==> src/rtl/snn_run_controller.sv <==
`default_nettype none
// ============================================================================
// Module      : snn_run_controller
// Description : Loads the SNN core configuration from a host byte stream and
//               sequences timesteps (input byte, enable, delay tick, output).
// Revision    : 1.0 - initial release
// ============================================================================
module snn_run_controller #(
    parameter int DCLK_HIGH = 2,
    parameter int TIMEOUT   = 255
) (
    input  logic         clk,
    input  logic         reset,
    input  logic         cfg_valid,
    input  logic [7:0]   cfg_data,
    output logic         cfg_ready,
    input  logic         start,
    input  logic [7:0]   num_steps,
    input  logic         in_valid,
    input  logic [7:0]   in_spikes,
    output logic         in_ready,
    output logic         out_valid,
    output logic [7:0]   out_spikes,
    input  logic         out_ready,
    output logic         snn_reset,
    output logic         snn_enable,
    output logic         snn_delay_clk,
    output logic [7:0]   snn_in_spikes,
    output logic [255:0] snn_weights,
    output logic [511:0] snn_delays,
    output logic [4:0]   snn_threshold,
    output logic [2:0]   snn_decay,
    output logic [4:0]   snn_refractory,
    input  logic         snn_data_ready,
    input  logic [7:0]   snn_out_spikes,
    output logic         busy,
    output logic         cfg_loaded,
    output logic         done,
    output logic         err_timeout
);

    localparam logic [2:0] c_st_idle    = 3'd0;
    localparam logic [2:0] c_st_sync    = 3'd1;
    localparam logic [2:0] c_st_wait_in = 3'd2;
    localparam logic [2:0] c_st_compute = 3'd3;
    localparam logic [2:0] c_st_dtick   = 3'd4;
    localparam logic [2:0] c_st_out     = 3'd5;

    localparam logic [7:0] c_to_last   = 8'(TIMEOUT - 1);
    localparam logic [3:0] c_dclk_last = 4'(DCLK_HIGH - 1);
    localparam logic [6:0] c_last_byte = 7'd97;

    logic [2:0]   r_state;
    logic [2:0]   w_next;
    logic [767:0] r_cfg_vec;
    logic [4:0]   r_threshold;
    logic [2:0]   r_decay;
    logic [4:0]   r_refractory;
    logic         r_cfg_loaded;
    logic [6:0]   r_byte_cnt;
    logic [8:0]   r_steps;
    logic [7:0]   r_cyc_cnt;
    logic [3:0]   r_dclk_cnt;
    logic [7:0]   r_in_spikes;
    logic [7:0]   r_out_spikes;
    logic         r_done;
    logic         r_err_timeout;

    logic         w_cfg_acc;
    logic         w_start_acc;
    logic         w_in_acc;
    logic         w_out_acc;
    logic         w_last_step;
    logic         w_timeout;
    logic [9:0]   w_bit_idx;

    always_comb begin
        w_cfg_acc   = (r_state == c_st_idle) && cfg_valid;
        // A pending config byte takes priority over a run request.
        w_start_acc = (r_state == c_st_idle) && start && r_cfg_loaded && !cfg_valid;
        w_in_acc    = (r_state == c_st_wait_in) && in_valid;
        w_out_acc   = (r_state == c_st_out) && out_ready;
        w_last_step = (r_steps == 9'd1);
        w_timeout   = (r_state == c_st_compute) && !snn_data_ready && (r_cyc_cnt == c_to_last);
        w_bit_idx   = {r_byte_cnt, 3'b000};

        w_next = r_state;
        case (r_state)
            c_st_idle:    if (w_start_acc) w_next = c_st_sync;
            c_st_sync:    w_next = c_st_wait_in;
            c_st_wait_in: if (in_valid) w_next = c_st_compute;
            c_st_compute: begin
                if (snn_data_ready)  w_next = c_st_dtick;
                else if (w_timeout)  w_next = c_st_idle;
            end
            c_st_dtick:   if (r_dclk_cnt == c_dclk_last) w_next = c_st_out;
            c_st_out:     if (out_ready) w_next = w_last_step ? c_st_idle : c_st_wait_in;
            default:      w_next = c_st_idle;
        endcase
    end

    always_ff @(posedge clk) begin
        if (reset) r_state <= c_st_idle;
        else       r_state <= w_next;
    end

    always_ff @(posedge clk) begin
        if (reset) begin
            r_cfg_vec     <= '0;
            r_threshold   <= '0;
            r_decay       <= '0;
            r_refractory  <= '0;
            r_cfg_loaded  <= 1'b0;
            r_byte_cnt    <= '0;
            r_steps       <= '0;
            r_cyc_cnt     <= '0;
            r_dclk_cnt    <= '0;
            r_in_spikes   <= '0;
            r_out_spikes  <= '0;
            r_done        <= 1'b0;
            r_err_timeout <= 1'b0;
        end else begin
            r_done <= w_out_acc && w_last_step;

            if (w_cfg_acc) begin
                if (r_byte_cnt == 7'd0) r_cfg_loaded <= 1'b0;
                if (r_byte_cnt < 7'd96) begin
                    r_cfg_vec[w_bit_idx +: 8] <= cfg_data;
                end else if (r_byte_cnt == 7'd96) begin
                    r_threshold <= cfg_data[4:0];
                    r_decay     <= cfg_data[7:5];
                end else begin
                    r_refractory <= cfg_data[4:0];
                    r_cfg_loaded <= 1'b1;
                end
                r_byte_cnt <= (r_byte_cnt == c_last_byte) ? 7'd0 : r_byte_cnt + 7'd1;
            end

            if (w_start_acc) begin
                r_steps       <= (num_steps == 8'd0) ? 9'd256 : {1'b0, num_steps};
                r_err_timeout <= 1'b0;
            end

            if (w_in_acc) begin
                r_in_spikes <= in_spikes;
                r_cyc_cnt   <= '0;
            end

            if (r_state == c_st_compute) begin
                if (snn_data_ready) begin
                    r_out_spikes <= snn_out_spikes;
                    r_dclk_cnt   <= '0;
                end else begin
                    r_cyc_cnt <= r_cyc_cnt + 8'd1;
                end
            end

            if (w_timeout)                r_err_timeout <= 1'b1;
            if (r_state == c_st_dtick)    r_dclk_cnt    <= r_dclk_cnt + 4'd1;
            if (w_out_acc)                r_steps       <= r_steps - 9'd1;
        end
    end

    assign cfg_ready      = (r_state == c_st_idle) && !reset;
    assign in_ready       = (r_state == c_st_wait_in);
    assign out_valid      = (r_state == c_st_out);
    assign out_spikes     = r_out_spikes;
    assign snn_reset      = reset || (r_state == c_st_sync);
    assign snn_enable     = (r_state == c_st_compute);
    assign snn_delay_clk  = (r_state == c_st_dtick);
    assign snn_in_spikes  = r_in_spikes;
    assign snn_weights    = r_cfg_vec[255:0];
    assign snn_delays     = r_cfg_vec[767:256];
    assign snn_threshold  = r_threshold;
    assign snn_decay      = r_decay;
    assign snn_refractory = r_refractory;
    assign busy           = (r_state != c_st_idle);
    assign cfg_loaded     = r_cfg_loaded;
    assign done           = r_done;
    assign err_timeout    = r_err_timeout;

endmodule
`default_nettype wire

==> config.mk <==
export PLATFORM = sky130hd
export DESIGN_NAME = snn_run_controller
export DESIGN_NICKNAME = d
export VERILOG_FILES = /design/src/rtl/snn_run_controller.sv
export SDC_FILE = /design/constraint.sdc
export NUM_CORES = 2
export LEC_CHECK = 0
export CORE_AREA = 3 3 326 328
export DETAILED_ROUTE_END_ITERATION = 8
export DIE_AREA = 0 0 329 331
export SETUP_SLACK_MARGIN = 0.2
export SLEW_MARGIN = 30
export SYNTH_ARGS = -nofsm -noshare
export SYNTH_HDL_FRONTEND = slang
export SYNTH_SLANG_ARGS = --single-unit
==> constraint.sdc <==
create_clock -name clk -period 4.3 [get_ports clk]
set_clock_uncertainty 0.2 [all_clocks]
set_input_delay 1.075 -clock clk [delete_from_list [all_inputs] [get_ports clk]]
set_output_delay 1.075 -clock clk [all_outputs]
set_load 0.02 [all_outputs]
Word-level counts from Yosys, hierarchy flattened
Cells that the tools add are included.

Register bits: 831. Logic and storage cells: 91.

$add $sub $neg: 5. Order comparisons: 1. Equal/unequal tests: 15. Shifts and indexed selects: 2. Multiplexer cells: 24. Bitwise logic cells: 2. Reductions and logical operators: 28.

Operators by type and width (number): 768-bit bitwise mux (1); 8-bit by 12-bit variable shift with 768-bit output, first input constant (1); 8-bit by 12-bit variable part select with 768-bit output (1); 9-bit 2-to-1 mux (3); 8-bit 2-to-1 mux (3); 3-bit 2-to-1 mux (6); 3-bit case mux with 6 select lines (1); 7-bit == test, second input constant (2); 4-bit 2-to-1 mux (3); 10-bit negator with 12-bit output (1); 1-bit logical AND (10); 9-bit by 1-bit == test with 1-bit output, second input constant (1); 9-bit by 1-bit subtractor with 9-bit output, second input constant (1); 8-bit by 1-bit adder with 8-bit output, second input constant (1); 8-bit == test, second input constant (1); 8-bit logical NOT (1); 2-bit nonzero test (4); 7-bit by 1-bit adder with 7-bit output, second input constant (1); 7-bit logical NOT (1); 7-bit less-than comparator, second input constant (1); 7-bit 2-to-1 mux (1); 3-bit by 2-bit == test with 1-bit output, second input constant (2); 3-bit == test, second input constant (2); 2-bit AND reduction (3); 15 further kinds (25).

Longest topological paths before layout
Depth after elaboration: 6. Gate-level depth with buffers: 13. Depth with buffers taken out: 7.

Least setup slack after synthesis
OpenSTA, ideal clock, no wires.

Path kind: input-to-output. Start point: input port reset. End point: output port cfg_ready. Data arrival time: 2.308 ns. Required time: 3.025 ns. Setup slack: 0.717 ns. Stages on the path: 5. Cells stage by stage: clkbuf_1 -> clkbuf_1 -> clkbuf_1 -> clkbuf_1 -> nor2_1.

Word-level cells in the longest chain between the ends: 2.

Ends and longest elaborated chain: start: declaration (line 13) `input logic reset,`; 1-bit logical NOT (line 164) `assign cfg_ready = (r_state == c_st_idle) && !reset;`; 1-bit logical AND (line 164); end: declaration (line 16) `output logic cfg_ready,`.

No other way between the ends.

Final worst setup path
Start point: register r_state[1]. End point: output port cfg_ready.

Word-level cells in the longest chain between the ends: 2.

Ends and longest elaborated chain: start: declaration (line 53) `logic [2:0] r_state;`; start signal: assignment (line 103) `if (reset) r_state <= c_st_idle;`; start signal: assignment (line 104) `else r_state <= w_next;`; 3-bit logical NOT (line 164); 1-bit logical AND (line 164).

No other way between the ends.

==> flow_metrics.py <==
metrics = {
    "run_status": {
        "run_status": "complete, no violations",
    },
    "grt": {
        "grt_max_degree": 139,
        "grt_pass1_vias": 26895,
        "grt_usage_pct": 25.0,
        "grt_first_pass_wirelength_um": 198000,
        "antenna_found_initial": 0,
        "grt_overflow": 0,
    },
    "layout": {
        "multi_input_area_um2": 15200,
        "layout.area.seq_um2": 16600,
        "n_antenna_cell": 0,
        "drive_gt1_share_pct": 9.66,
        "nets": 4219,
        "fillCellCount": 9919,
        "area_growth_pct": 41.4,
    },
    "drt": {
        "wl_um": 142000,
        "via_per_inst": 4.97,
        "remaining_drc_errors": 0,
        "dr.pass1.iters": 7,
        "wire_per_inst_um": 25.3,
        "num_vias": 27979,
        "postRouteAntennaNets": 0,
        "drtIter0Drc": 2168,
    },
    "floorplanning": {
        "die_w_um": 329,
        "placementRows": 118,
        "start_util_pct": 31.5,
        "die_area_um2": 109000,
        "die_height_um": 331,
        "io_pins": 846,
        "core_um2": 103000,
    },
    "clock_network": {
        "postCtsSetupRepairBufs": 0,
        "worstSkewPairLatency_ns": 0.68,
        "ctsHoldBuffers": 0,
        "cts_buffers": 92,
        "tritoncts": "done",
        "cts-root-buf": "clkbuf_16",
        "post_cts_resized": 0,
        "cts_buffer_depth": 3,
        "cts.htree.levels": 3,
        "cts_sinks": 831,
        "clk_pin_slew_ns": 0.06,
    },
    "synth": {
        "synth.area.top_cells": "dfxtp_1 51%, mux2i_1 22%, nand2_1 9.2%",
        "syn_area_per_cell_um2": 9.77,
        "ys_seq_area_share_pct": 51.1,
        "synth_cells": 3333,
        "syn_area_um2": 32600,
        "synth.distinct_cells": 77,
        "yosysWarnings": 0,
        "async_flop_share_pct": 0,
        "yosys.area.top_type": "dfxtp_1",
        "yosysMostFrequentCell": "dfxtp_1",
        "synth-main-ff-cell": "dfxtp_1",
        "netlist.area_leader.share_pct": 51.1,
        "synthTopCellsByCount": "831 x dfxtp_1, 798 x nand2_1, 707 x mux2i_1",
        "synth.net_count": 3383,
        "synth-edff-count": 0,
        "synth_seq_cells": 831,
    },
    "sta": {
        "slew_headroom_pct": 34.1,
        "max_freq_mhz": 247,
        "fin_setup_tns_ns": 0,
        "rsz0062_at_grt": "false",
        "layout_setup_ws_ns": 0.259,
        "fin_crit_ns": 4.04,
        "finalCritPeriodShare_pct": 94.0,
        "hold_viol_final": 0,
        "tightestPinTransition_ns": 0.982,
        "slew_violations": 0,
        "finalSetupViolCount": 0,
        "whs_ns": 0.255,
    },
    "worst_setup_path": {
        "reg2reg_from": "r_byte_cnt[0]$_SDFFE_PP0P_",
        "cp_max_fo": 12,
        "crit_type": "reg2out",
        "crit_path_end_kind": "primary output",
        "r2r_cells": 8,
        "rr_endpoint": "r_cfg_vec[193]$_SDFFE_PP0P_",
        "crit_path_start_kind": "register",
        "crit_required_ns": 3.02,
        "r2r_slack_ns": 0.61,
        "crit_arrival_ns": 2.77,
    },
    "min_path": {
        "hp-class": "reg2reg",
        "hold-path-endpoint": "r_cfg_vec[563]$_SDFFE_PP0P_",
        "min_path_cells": 2,
        "hp-start": "r_cfg_vec[563]$_SDFFE_PP0P_",
    },
    "run": {
        "maxCapViolations": 0,
    },
    "place": {
        "io_buffers": 845,
        "place_congestion": 0.863,
        "dp_hpwl_um": 105000,
        "post-place-ws_ns": 0.150,
    },
    "pwr": {
        "p_leak_uw": 0.0187,
        "p_per_area_nw_per_um2": 392,
        "worst_ir_drop_vdd_mv": 0.314,
    },
}
-- cell type report --
| cell class | instances | area share [%] |
|---|---|---|
| timing repair buffer | 958 | 20.3 |
| multi-input combinational | 2274 | 32.9 |
| clock buffer | 129 | 5.74 |
| tap | 1380 | 3.75 |
| sequential | 831 | 36.1 |
| inverter | 12 | 0.114 |
| clock inverter | 41 | 1.05 |
-- metal layers --
layer / GRT usage (%) / share of wire (%) / up-vias / routed length (um)
met3: 6.65 / 7.4 / 207 / 10500
met5: 0 / 0 / - / 0
met4: 9.08 / 3.6 / 0 / 5090
met2: 41.6 / 48 / 1016 / 67500
li1: - / - / 13062 / -
met1: 30.9 / 41 / 13694 / 58900
-- worst max-delay path by stage --
stage | startpoint | endpoint | slack [ns] | cells after the start
final | r_state[1]$_SDFFE_PP0P_ | cfg_ready | 0.26 | 4
after global routing | r_state[2]$_SDFFE_PP0P_ | snn_delay_clk | 0.20 | 4
after CTS | r_state[0]$_SDFFE_PP0P_ | cfg_ready | 0.29 | 4
after detailed placement | cfg_valid | r_cfg_vec[691]$_SDFFE_PP0P_ | 0.15 | 8
after global placement | cfg_valid | r_cfg_vec[689]$_SDFFE_PP0P_ | 0.16 | 8
after floorplan | reset | cfg_ready | 0.72 | 5
-- cells in the final DEF (no fill, tap or decap), types with 15 or more instances in the layout --
| cell type | Yosys | routed |
|---|---|---|
| a21oi_1 | 65 | 64 |
| nor2b_1 | 41 | 37 |
| mux2i_1 | 707 | 707 |
| clkinv_2 | 0 | 21 |
| mux2_2 | 32 | 32 |
| nor3_1 | 31 | 28 |
| clkbuf_8 | 0 | 16 |
| nand3_1 | 179 | 179 |
| clkbuf_1 | 179 | 19 |
| nand2_1 | 798 | 796 |
| buf_4 | 0 | 106 |
| nor2_1 | 90 | 89 |
| clkdlybuf4s50_1 | 0 | 836 |
| and2_1 | 15 | 15 |
| nor3_4 | 17 | 17 |
| nand2b_1 | 50 | 50 |
| clkbuf_16 | 0 | 94 |
| dfxtp_1 | 831 | 830 |
| o21ai_0 | 37 | 36 |
-- sequential cells by signal, summed over array words and instances (netlist names) --
register and cells:
r_byte_cnt 7, snn_in_spikes 8, cfg_loaded 1, done 1, r_steps 9, r_dclk_cnt 4, out_spikes 8, err_timeout 1
snn_decay 3, r_state 3, snn_threshold 5, snn_refractory 5, r_cfg_vec 768, r_cyc_cnt 8
-- report_power, final --
part / internal (uW) / switching [uW]
clock network: 4750 / 3410
registers: 7740 / 61.4
logic: 529 / 1550
-- cells by family (layout without fill, tap and decap cells) --
kind of cell / count (synthesis) / in the layout / synth area share, %
DFF: 831 / 831 / 51.1
adders and majority gates: 11 / 11 / 0.423
muxes: 739 / 739 / 22.8
and+or+nand+nor: 1332 / 1332 / 19.0
buffers and inverters: 228 / 1140 / 2.81
AOI/OAI and AO/OA: 178 / 178 / 3.49
xor gates and xnor gates: 14 / 14 / 0.376
-- stage by stage --
step,instances,area [um2],util (%),power (uW)
final,5625,46000,44.5,18000
after global routing,5625,46000,44.5,18700
after CTS,5625,46000,44.5,18200
after detailed placement,5455,42900,41.5,10000
after global placement,5453,42800,41.4,10000
after floorplan,3333,32600,-,9050
-- critical path, stage by stage (launching register included) --
cell             delay (ns)
dfxtp_1                0.48
nor3_1                 0.57
inv_1                  0.24
nor2_1                 0.17
clkdlybuf4s50_1        0.63
No activity file was read; power rests on OpenSTA's default activity.
